===== src/rtl/key_conditioner_pkg.sv =====
// key_conditioner_pkg
//   Shared constants and types for the push-button conditioning slice.
//   - DEF_* : default timing at a 50 MHz board clock (10 ms debounce,
//             250 ms first auto-repeat, 100 ms repeat period).
//   - KEY_LEFT / KEY_RIGHT : key-bus bit positions that feed the game's
//             left/right controls.
//   - rep_state_e : per-key auto-repeat state.
//   - max_int : constant helper for sizing the repeat counter.
package key_conditioner_pkg;

  localparam int DEF_DB_CYCLES  = 500000;
  localparam int DEF_REP_DELAY  = 12500000;
  localparam int DEF_REP_PERIOD = 5000000;

  localparam int KEY_LEFT  = 0;
  localparam int KEY_RIGHT = 1;

  typedef enum logic [1:0] {
    REP_IDLE   = 2'd0,
    REP_WAIT   = 2'd1,
    REP_REPEAT = 2'd2
  } rep_state_e;

  function automatic int max_int(input int a, input int b);
    return (a > b) ? a : b;
  endfunction

endpackage


===== src/rtl/key_conditioner_channel.sv =====
// key_channel
//   One key's conditioning path: 2-FF synchroniser, stability-counter
//   debounce and auto-repeat FSM. All outputs are registered.
//   Ports:
//     clk   in   board clock
//     reset in   asynchronous active-high reset
//     raw   in   key line, already polarity-corrected (1 = pressed)
//     db    out  debounced level
//     press out  one-cycle strobe on debounced 0->1
//     rel   out  one-cycle strobe on debounced 1->0
//     rep   out  one-cycle strobe on press and on every auto-repeat
module key_channel
  import key_conditioner_pkg::*;
#(
  parameter int DB_CYCLES  = DEF_DB_CYCLES,
  parameter int REP_DELAY  = DEF_REP_DELAY,
  parameter int REP_PERIOD = DEF_REP_PERIOD
) (
  input  logic clk,
  input  logic reset,
  input  logic raw,
  output logic db,
  output logic press,
  output logic rel,
  output logic rep
);

  localparam int CW = $clog2(DB_CYCLES + 1);
  localparam int RW = $clog2(max_int(REP_DELAY, REP_PERIOD) + 1);
  localparam bit REP_ON = (REP_DELAY > 0);

  // Terminal counts: the event fires on the cycle the counter already
  // holds N-1, so exactly N qualifying cycles elapse.
  localparam logic [CW-1:0] DB_LAST  = CW'(DB_CYCLES - 1);
  localparam logic [RW-1:0] DLY_LAST = RW'(REP_ON ? (REP_DELAY - 1) : 0);
  localparam logic [RW-1:0] PER_LAST = RW'(REP_PERIOD - 1);
  localparam logic [CW-1:0] CNT_ONE  = CW'(1);
  localparam logic [RW-1:0] RCNT_ONE = RW'(1);

  logic          s1_q, s2_q;
  logic          db_q, db_d;
  logic [CW-1:0] cnt_q, cnt_d;
  logic          press_q, press_d;
  logic          rel_q, rel_d;
  logic          rep_q, rep_d;
  rep_state_e    state_q, state_d;
  logic [RW-1:0] rcnt_q, rcnt_d;

  // Next-state logic for debounce level, strobes and the repeat FSM.
  always_comb begin
    db_d    = db_q;
    cnt_d   = cnt_q;
    press_d = 1'b0;
    rel_d   = 1'b0;
    rep_d   = 1'b0;
    state_d = state_q;
    rcnt_d  = rcnt_q;

    // Any sample agreeing with the current level restarts the count,
    // so only an unbroken run of DB_CYCLES differing samples flips it.
    if (s2_q == db_q) begin
      cnt_d = {CW{1'b0}};
    end else if (cnt_q == DB_LAST) begin
      db_d    = s2_q;
      cnt_d   = {CW{1'b0}};
      press_d = s2_q;
      rel_d   = ~s2_q;
    end else begin
      cnt_d = cnt_q + CNT_ONE;
    end

    // Release wins over everything; a press strobe doubles as the first rep.
    if (rel_d) begin
      state_d = REP_IDLE;
      rcnt_d  = {RW{1'b0}};
    end else if (press_d) begin
      state_d = REP_WAIT;
      rcnt_d  = {RW{1'b0}};
      rep_d   = 1'b1;
    end else begin
      case (state_q)
        REP_IDLE: begin
          rcnt_d = {RW{1'b0}};
        end
        REP_WAIT: begin
          if (!REP_ON) begin
            rcnt_d = {RW{1'b0}};
          end else if (rcnt_q == DLY_LAST) begin
            rep_d   = 1'b1;
            rcnt_d  = {RW{1'b0}};
            state_d = REP_REPEAT;
          end else begin
            rcnt_d = rcnt_q + RCNT_ONE;
          end
        end
        REP_REPEAT: begin
          if (rcnt_q == PER_LAST) begin
            rep_d  = 1'b1;
            rcnt_d = {RW{1'b0}};
          end else begin
            rcnt_d = rcnt_q + RCNT_ONE;
          end
        end
        default: begin
          state_d = REP_IDLE;
          rcnt_d  = {RW{1'b0}};
        end
      endcase
    end
  end

  // Synchroniser, counters, FSM state and output registers.
  always_ff @(posedge clk or posedge reset) begin
    if (reset) begin
      s1_q    <= 1'b0;
      s2_q    <= 1'b0;
      db_q    <= 1'b0;
      cnt_q   <= {CW{1'b0}};
      press_q <= 1'b0;
      rel_q   <= 1'b0;
      rep_q   <= 1'b0;
      state_q <= REP_IDLE;
      rcnt_q  <= {RW{1'b0}};
    end else begin
      s1_q    <= raw;
      s2_q    <= s1_q;
      db_q    <= db_d;
      cnt_q   <= cnt_d;
      press_q <= press_d;
      rel_q   <= rel_d;
      rep_q   <= rep_d;
      state_q <= state_d;
      rcnt_q  <= rcnt_d;
    end
  end

  assign db    = db_q;
  assign press = press_q;
  assign rel   = rel_q;
  assign rep   = rep_q;

endmodule


===== src/rtl/key_conditioner.sv =====
// key_conditioner
//   Board push-button conditioner feeding the game's left/right controls
//   (bit positions KEY_LEFT / KEY_RIGHT). Applies key polarity and runs
//   one independent key_channel per line.
//   Ports:
//     clk          in   board clock
//     reset        in   asynchronous active-high reset
//     keys         in   raw button lines, asynchronous to clk
//     keys_db      out  debounced level, 1 = pressed
//     keys_press   out  one-cycle strobe on debounced 0->1
//     keys_release out  one-cycle strobe on debounced 1->0
//     keys_rep     out  one-cycle strobe on press and each auto-repeat
module key_conditioner
  import key_conditioner_pkg::*;
#(
  parameter int NKEYS      = 4,
  parameter int DB_CYCLES  = DEF_DB_CYCLES,
  parameter int REP_DELAY  = DEF_REP_DELAY,
  parameter int REP_PERIOD = DEF_REP_PERIOD,
  parameter bit INVERT     = 1'b0
) (
  input  logic             clk,
  input  logic             reset,
  input  logic [NKEYS-1:0] keys,
  output logic [NKEYS-1:0] keys_db,
  output logic [NKEYS-1:0] keys_press,
  output logic [NKEYS-1:0] keys_release,
  output logic [NKEYS-1:0] keys_rep
);

  logic [NKEYS-1:0] raw_s;

  // Active-low boards are flipped before synchronisation.
  assign raw_s = keys ^ {NKEYS{INVERT}};

  for (genvar i = 0; i < NKEYS; i++) begin : g_key
    key_channel #(
      .DB_CYCLES (DB_CYCLES),
      .REP_DELAY (REP_DELAY),
      .REP_PERIOD(REP_PERIOD)
    ) u_channel (
      .clk  (clk),
      .reset(reset),
      .raw  (raw_s[i]),
      .db   (keys_db[i]),
      .press(keys_press[i]),
      .rel  (keys_release[i]),
      .rep  (keys_rep[i])
    );
  end

endmodule


===== config.mk =====
export PLATFORM = sky130hd
export DESIGN_NAME = key_conditioner
export DESIGN_NICKNAME = d
export VERILOG_FILES = /design/src/rtl/key_conditioner_pkg.sv /design/src/rtl/key_conditioner_channel.sv /design/src/rtl/key_conditioner.sv
export SDC_FILE = /design/constraint.sdc
export NUM_CORES = 1
export LEC_CHECK = 0
export BUFFER_PORTS_ARGS = -buffer_cell sky130_fd_sc_hd__buf_2
export CORE_MARGIN = 2
export CORE_UTILIZATION = 43
export CTS_CLUSTER_SIZE = 20
export DETAILED_ROUTE_END_ITERATION = 7
export PLACE_DENSITY = 0.56
export SYNTH_ARGS = -nofsm -noshare
export SYNTH_HDL_FRONTEND = slang
export SYNTH_SLANG_ARGS = --single-unit

===== constraint.sdc =====
create_clock -name clk -period 8.5 [get_ports clk]
set_input_delay 1.7 -clock clk [delete_from_list [all_inputs] [get_ports clk]]
set_output_delay 1.7 -clock clk [all_outputs]
set_load 0.03 [all_outputs]

==> results by stage, run 1 <==
Status:
- The flow ran to the end, and the final reports show no timing, DRC or antenna violations.

Die:
- The initial standard-cell utilization of the core is 43.57%.
- Measured along the x axis, the die boundary spans 158.0 µm.
- The height of the die is 158.0 µm.
- The floorplan step defined a die boundary enclosing 0.02496 mm².
- The top-level I/O count is 22.
- The core region is 0.02340 mm².
- Row generation in the floorplan step produced 56 rows.

Critical path:
- The depth of the most critical reg-to-reg path is 5.
- The gate family responsible for the most delay along the worst path is flip-flops.
- The highest-delay cell along the critical path is dfrtp_1.
- The critical path is of the reg2out type.
- STA classifies the critical path endpoint as a primary output.
- In this run the number of cells on the critical path is 1.
- Data arrives at the worst endpoint at 1.21 ns.
- The startpoint type of the worst setup path is a register.
- Of all nets on the critical path, the largest fanout is 7.
- The setup slack of the worst register-to-register path is 5.74 ns.
- Counting both buffers and inverters, the worst setup path holds a total of 1.
- Traced cell by cell, the critical path runs through buf_2.
- At the worst endpoint, the required time is 6.80 ns.
- In this design, the stage delay of the slowest critical-path cell is 0.46 ns.

Flow run:
- Max-cap violations in this run came to 0.

STA:
- The final critical path takes up 34.27% of the cycle.
- Between clock sinks in the finished design, the worst skew comes to 0.006315 ns.
- Derived from the worst setup path, the maximum achievable clock frequency is 0.3433 GHz.
- Hold timing on the final database bottoms out at a slack of 0.3462 ns.
- The final-report max-slew violation count is 0.
- For the finished layout, the period the worst path requires is 2.913 ns.
- The final-report hold violation count is 0.
- The total negative setup slack is 0 ns.
- Setup repair after global routing left no endpoint under its margin.
- The actual slew at the worst max-slew pin is 1.030 ns.
- Setup violations remaining at the end of the flow were counted as 0.
- In this run the tightest slew margin relative to its limit is 30.83%.

Drt:
- The highest routing layer actually used is met4.
- In the routed design, unresolved DRC markers number 0.
- The detailed-route wire length per cell is 13.52 µm.
- The sum of routed wire segments on met1 is 9721 µm.
- The post-detailed-route via-to-cell ratio is 5.108.
- The routed length on met2 is 8163 µm.
- The count of nets left with antenna violations once routing finished came out at 0.
- The violation count after the first detailed-route iteration is 328.
- The final layout contains routed wiring with a total length of 18770 µm.
- The first TritonRoute pass finished after 4 iterations.
- The routed design uses 539 µm of met3 wire.
- For this block, the via count after detailed routing is 7090.

Logic synthesis:
- The count of mapped cells out of synthesis is 1041.
- In the synthesized netlist, mux cells make up 0.4418% of the area.
- The sequential cell area fraction in the yosys report is 50.07%.
- The number of different library cells in the post-synthesis netlist is 54.
- The number of flops mapped to enable cells by yosys is 0.
- Summing the areas of all fa, ha and maj instances in the mapped netlist gives 2.454% of the synthesized area.
- The combined area of all synthesized cells is 0.01020 mm².
- Of the total synthesized cell area, the portion taken by AND, OR, NAND and NOR gates is 26.74%.
- The synthesized design contains 204 register bits.
- The net count of the mapped netlist is 1067.
- The mean cell area of the mapped netlist is 9.794 µm².
- The most common flop cell mapped by yosys is dfrtp_1.
- The number of warnings printed during yosys synthesis is 0.
- The compound-gate portion of the synthesized area is 2.884%.
- The largest family of logic cells by synthesized area is simple AND/OR/NAND/NOR gates.
- In the synthesized netlist the async set-or-reset flop fraction comes to 100.0%.
- Summing the areas of all xor and xnor instances in the mapped netlist gives 13.74% of the synthesized area.

Placed design:
- The routability congestion estimate from global placement is 0.7743.
- Detailed placement finished with a half-perimeter wire length of 11960 µm.
- Counting tap cells, the placed design contains a total of 1345 instances.
- The count of buffers inserted at the top-level ports is 21.

Min path:
- Counting instances, the worst hold path has a depth of 0.
- In this run the worst hold path is classified as reg2reg.

Clocking:
- The post-cts repair resize count is 0.
- Clock tree synthesis inserted a total of 24 buffers.
- Once the clock tree was built, the setup fixing pass inserted 0 buffers.
- The clock transition at the register clock pins on the worst setup and hold paths after CTS is 0.06 ns.
- Counting every sink on the clock net gives 204.
- The number of buffers on the longest clock path is 3.
- The buffer type at the clock tree root is clkbuf_16.
- The count of H-tree levels built during CTS is 1.
- The number of hold buffers added after CTS is 0.
- The clock insertion delay at the later pin of the skew report is 0.51 ns.
- The CTS tree is built.

Power:
- The standby leakage power is 4.751 nW.
- The power per cell area is 187.4 mW/mm².
- VDD sags by at most 0.1160 mV.

Final layout:
- The count of placed standard cells in the final layout, fillers left out is 1388.
- The fraction of layout instances using a drive strength above 1 is 7.203%.
- From synthesis to final layout, the design area changed by 11.36%.
- The number of antenna diodes in the final layout is 0.
- For this run, the post-layout net count is 1078.

Global routing:
- The pin count of the biggest net entering global routing is 148.
- The via count of the first global-routing pass was 7064.
- The total overflow reported by the global router is 0.
- The global-route total usage across every layer is 15.98%.
- The number of antenna violations at the first check in global routing came to 0.
- The first global-routing pass estimated 33640 µm of wire.
[cell type report]
cell class | count | area (µm²)
tap | 319 | 399.1
multi-input combinational | 762 | 4717
inverter | 37 | 146.4
clock inverter | 8 | 143.9
timing repair buffer | 23 | 120.1
fill | 2237 | 12050
sequential | 204 | 5105
clock buffer | 35 | 723.2
[layout by cell type (no fill, tap or decap), types with 8 or more instances in the layout]
cell       count
buf_2         21
nand2_1       62
and2_1        10
nor4_1        14
and3_1        32
and4_1        21
nand3_1       71
nor2_1       211
clkbuf_16     25
inv_1         36
nor4b_1       10
nand4_1       44
dfrtp_1      204
nor3_1        32
ha_1          20
xor2_1        96
a21oi_1        8
xnor2_1       64
[synthesized netlist by cell type (all sizes together) (14+ instances only)]
| library cell | number | area (µm²) |
|---|---|---|
| nor2 | 211 | 792.0 |
| nand3 | 71 | 355.3 |
| dfrtp | 204 | 5105 |
| xnor2 | 64 | 560.5 |
| nor4 | 14 | 87.58 |
| and4 | 21 | 183.9 |
| nand2 | 62 | 232.7 |
| inv | 37 | 138.9 |
| xor2 | 96 | 840.8 |
| ha | 20 | 250.2 |
| buf | 28 | 197.7 |
| nor3 | 32 | 160.2 |
| and3 | 33 | 207.7 |
| nand4 | 45 | 287.8 |
[metrics by stage]
| step | setup WS [ns] | cell area (µm²) | utilization, % | power [mW] |
|---|---|---|---|---|
| after global placement | 5.078 | 10490 | 44.81 | 1.040 |
| after CTS | 5.567 | 11350 | 48.52 | 2.164 |
| final | 5.587 | 11350 | 48.52 | 2.128 |
| after detailed placement | 5.057 | 10490 | 44.81 | 1.040 |
| after floorplan | 1.233 | 10200 | - | 1.028 |
| after global routing | 5.362 | 11350 | 48.52 | 2.209 |
[state kept, by name, summed over array words and instances, names as in the netlist]
signal / flops
g_key.u_channel.rep: 4
g_key.u_channel.db: 4
g_key.u_channel.rel: 4
g_key.u_channel.s1_q: 4
g_key.u_channel.press: 4
g_key.u_channel.rcnt_q: 96
g_key.u_channel.s2_q: 4
g_key.u_channel.cnt_q: 76
g_key.u_channel.state_q: 8
[cells by family (layout without fill, tap and decap cells)]
family | count (synthesis) | in the layout
XOR/XNOR | 160 | 160
multiplexers | 4 | 4
adder cells (fa/ha/maj) | 20 | 20
AND/OR/NAND/NOR | 541 | 541
AO/OA/AOI/OAI | 37 | 37
buffers and inverters | 75 | 103
flip-flops | 204 | 204
[per-layer routing]
metal | vias up | global-route usage (%)
li1 | 3570 | -
met1 | 3431 | 23.12
met2 | 62 | 25.24
met3 | 27 | 2.601
met4 | 0 | 3.818
met5 | - | 0
[where the power goes]
part / leakage (nW) / internal, mW / switching (mW)
Sequential: 2.82 / 0.978 / 0.00670
Clock: 0.428 / 0.709 / 0.399
Combinational: 1.50 / 0.00671 / 0.0288
[final timing paths]
check                                              from                           end
min in group asynchronous                         reset   g_key[2].u_channel.cnt_q[0]
max in group asynchronous                         reset       g_key[3].u_channel.s2_q
hold / removal                  g_key[0].u_channel.s1_q       g_key[0].u_channel.s2_q
setup / recovery                  g_key[1].u_channel.db                    keys_db[1]
hold reg to reg                 g_key[0].u_channel.s1_q       g_key[0].u_channel.s2_q
setup reg to reg           g_key[3].u_channel.rcnt_q[0]  g_key[3].u_channel.rcnt_q[2]
Power figures use the tool's default switching activity.
==> run 2: changes to the inputs <==
Settings changed: PLACE_DENSITY 0.56 to 0.58.
Clock period 8.5 ns to 2.5 ns, I/O delays scaled along.
==> run 2 against run 1 <==
Final area grew 0.79%. Combinational power increased to 3.7 times the previous value. Power grew to 3.2 times the previous value. Global-route usage rose by 0.31 points. Sequential power grew to 3.4 times the previous value. Clock skew increased by 0.0021 ns. Utilization rose by 0.38 points. Critical endpoint is now g_key[3].u_channel.rcnt_q[9].
==> results by stage, run 2 (synthesis gave the netlist of run 1 again) <==
Global routing:
- The first-pass GRT wire length is 33910 µm (+0.80%).
- The met3 global-route usage is 2.683% (+0.082 points).
- The total overflow reported by the global router is 0 (unchanged).
- The global-route total usage across every layer was 16.29% (+0.31 points).
- The number of antenna violations at the first check in global routing is 0 (unchanged).
- The pin count of the biggest net entering global routing is 46 (-69%).
- The global routing stage identified its most utilized layer as met2.
- The via count of the first global-routing pass was 6976 (-1.2%).
- The fraction of met2 tracks used by global routing was 25.01% (-0.23 points).
- The global routing met1 resource utilization is 23.93% (+0.81 points).

Drt:
- The detailed-route via count is 7118 (+0.39%).
- The first-pass detailed-route iteration total was 4 (unchanged).
- The count of unresolved DRC violations after routing is 0 (unchanged).
- The post-detailed-route via-to-cell ratio is 5.055 (-1.0%).
- The violation count after the first detailed-route iteration is 336 (+2.4%).
- The remaining antenna violation count is 0 (unchanged).
- The detailed-route wire length per cell is 13.51 µm (-0.11%).
- The final wirelength is 19020 µm (+1.3%).

Power:
- The standby leakage power came to 4.827 nW (+1.6%).
- The peak ir drop on the vdd network was 0.3653 mV (+210%).
- The power per cell area is 601.0 mW/mm² (+220%).
- The overall power after layout was 6.878 mW (+220%).

Die:
- The top-level I/O count is 22 (unchanged).
- The initial standard-cell utilization of the core is 43.57% (unchanged).
- The die area was 0.02496 mm² (unchanged).
- The number of core rows is 56 (unchanged).
- The standard cell core area is 0.02340 mm² (unchanged).
- The height of the die is 158.0 µm (unchanged).
- The overall die width was 158.0 µm (unchanged).

Final layout:
- The total of fill cells in the finished design is 2217 (-0.89%).
- The fraction of layout instances using a drive strength above 1 came to 8.999% (+1.8 points).
- The total number of nets in the final design is 1101 (+2.1%).
- The area used by sequential logic in the layout is 0.005105 mm² (unchanged).
- Relative to the synthesized area, the layout overhead comes to 12.25%.
- The final design utilization is 48.90% (+0.38 points).
- Counting flops per register, the top entry is g_key.u_channel.rcnt_q.
- The leading cell type in the layout, fill and taps excluded is nor2_1.
- The top cell types in the final layout, fill and taps aside, are nor2_1, dfrtp_1, xor2_1, nand3_1, xnor2_1.
- The multi-input combinational cell area is 0.004717 mm² (unchanged).
- The number of flip-flops under the largest register name came to 96 (unchanged).
- In the final layout, the registers with the most flip-flops are g_key.u_channel.rcnt_q (96), g_key.u_channel.cnt_q (76), g_key.u_channel.state_q (8).
- The number of antenna cells inserted is 0 (unchanged).

Clocking:
- The clock insertion delay at the later pin of the skew report is 0.51 ns (about the same).
- The total number of clock tree sinks came to 204 (unchanged).
- The number of buffers inserted by post-CTS setup repair is 0 (unchanged).
- The clock transition at the register clock pins on the worst setup and hold paths after CTS is 0.06 ns (about the same).
- The number of hold buffers added after CTS is 0 (unchanged).
- The number of buffers created by CTS is 25 (+4.2%).
- The number of buffers on the longest clock path is 3 (unchanged).
- The buffer type at the clock tree root is clkbuf_16.
- The CTS tree is built.
- The post-cts repair resize count was 0 (unchanged).
- The count of H-tree levels built during CTS is 1 (unchanged).

Min path:
- The class of the tightest hold or removal check is in2async.

STA:
- The maximum clock skew at final layout is 0.008417 ns (+0.002102 ns).
- The total of endpoints with negative setup slack in the final report was 0 (unchanged).
- Setup repair after global routing left no endpoint under its margin.
- The final-report hold violation count is 0 (unchanged).
- The worst max-slew margin expressed relative to the limit is 59.74% (+29 points).
- Based on the critical path, the design can be clocked at up to 0.4650 GHz.
- The actual slew at the worst max-slew pin is 0.6024 ns (-0.4272 ns).
- The post-layout minimum cycle time is 2.150 ns.
- The final-report max-slew violation count is 0 (unchanged).
- Of the available clock period, the critical path in the final layout requires 86.02%.

Flow run:
- The max-cap violation count is 0 (unchanged).

Critical path:
- The arrival time of data at the critical path endpoint is 2.55 ns (+1.34 ns).
- STA classifies the critical path endpoint as a register.
- The startpoint type of the worst setup path is a register.
- The data required time at the worst endpoint is 2.89 ns (-3.91 ns).
- The largest fanout on the critical path is 13 (+6).
- The worst setup path category is reg2reg.

Placed design:
- The routability congestion estimate from global placement came to 0.7826 (+1.1%).
- The count of buffers inserted at the top-level ports is 21 (unchanged).
- The total half-perimeter wirelength after legalization and detailed placement came to 12670 µm (+5.9%).

Status:
- The flow ran to the end, and the final reports show no timing, DRC or antenna violations.
run 2: cell type report:
type,count,area share (%)
well taps,319,3.487
multi-input cells,762,41.22
inverters,37,1.246
clock buffers,33,6.166
clock inverters,8,0.5685
repair buffers,45,2.711
flip-flops and latches,204,44.60
run 2: report_power, final:
| group | switching (mW) | internal, mW |
|---|---|---|
| combinational | 0.101 | 0.0309 |
| clock | 1.34 | 2.06 |
| sequential | 0.0223 | 3.33 |
run 2: through the flow:
step | instances | setup TNS [ns] | worst slack [ns] | hold WS (ns) | area, µm²
6_report | 1408 | 0 | 0.3496 | 0.03890 | 11440
5_1_grt | 1408 | 0 | 0.1169 | 0.06367 | 11440
3_3_place_gp | 1367 | 0 | 0.3974 | 0.3344 | 10670
4_1_cts | 1408 | 0 | 0.3469 | 0.03816 | 11440
3_5_place_dp | 1367 | 0 | 0.3602 | 0.3411 | 10670
2_1_floorplan | 1041 | -131.43 | -0.6443 | 0.3312 | 10200
run 2: path summary, 6_finish.rpt:
path	end	slack (ns)	startpoint	depth (start not counted)
setup / recovery	g_key[3].u_channel.rcnt_q[9]	0.35	g_key[3].u_channel.rcnt_q[14]	6
hold / removal	g_key[3].u_channel.db	0.04	reset	2
setup reg to reg	g_key[3].u_channel.rcnt_q[9]	0.35	g_key[3].u_channel.rcnt_q[14]	6
hold reg to reg	g_key[0].u_channel.s2_q	0.35	g_key[0].u_channel.s1_q	0
max in group asynchronous	g_key[2].u_channel.cnt_q[3]	1.60	reset	3
min in group clk	g_key[0].u_channel.s1_q	0.09	keys[0]	1
run 2: routing by layer:
metal / vias to the layer above / part of all wire [%]
li1: 3630 / -
met1: 3396 / 52
met2: 61 / 43
met3: 31 / 3.4
met4: 0 / 1.9
met5: - / 0
run 2: critical path: stages, from the launching register on:
cell and delay [ns]:
dfrtp_1 0.43, nor4_1 0.32, nand3b_1 0.13, o41ai_1 0.58, a221o_1 0.28, buf_4 0.21
nor2_1 0.07
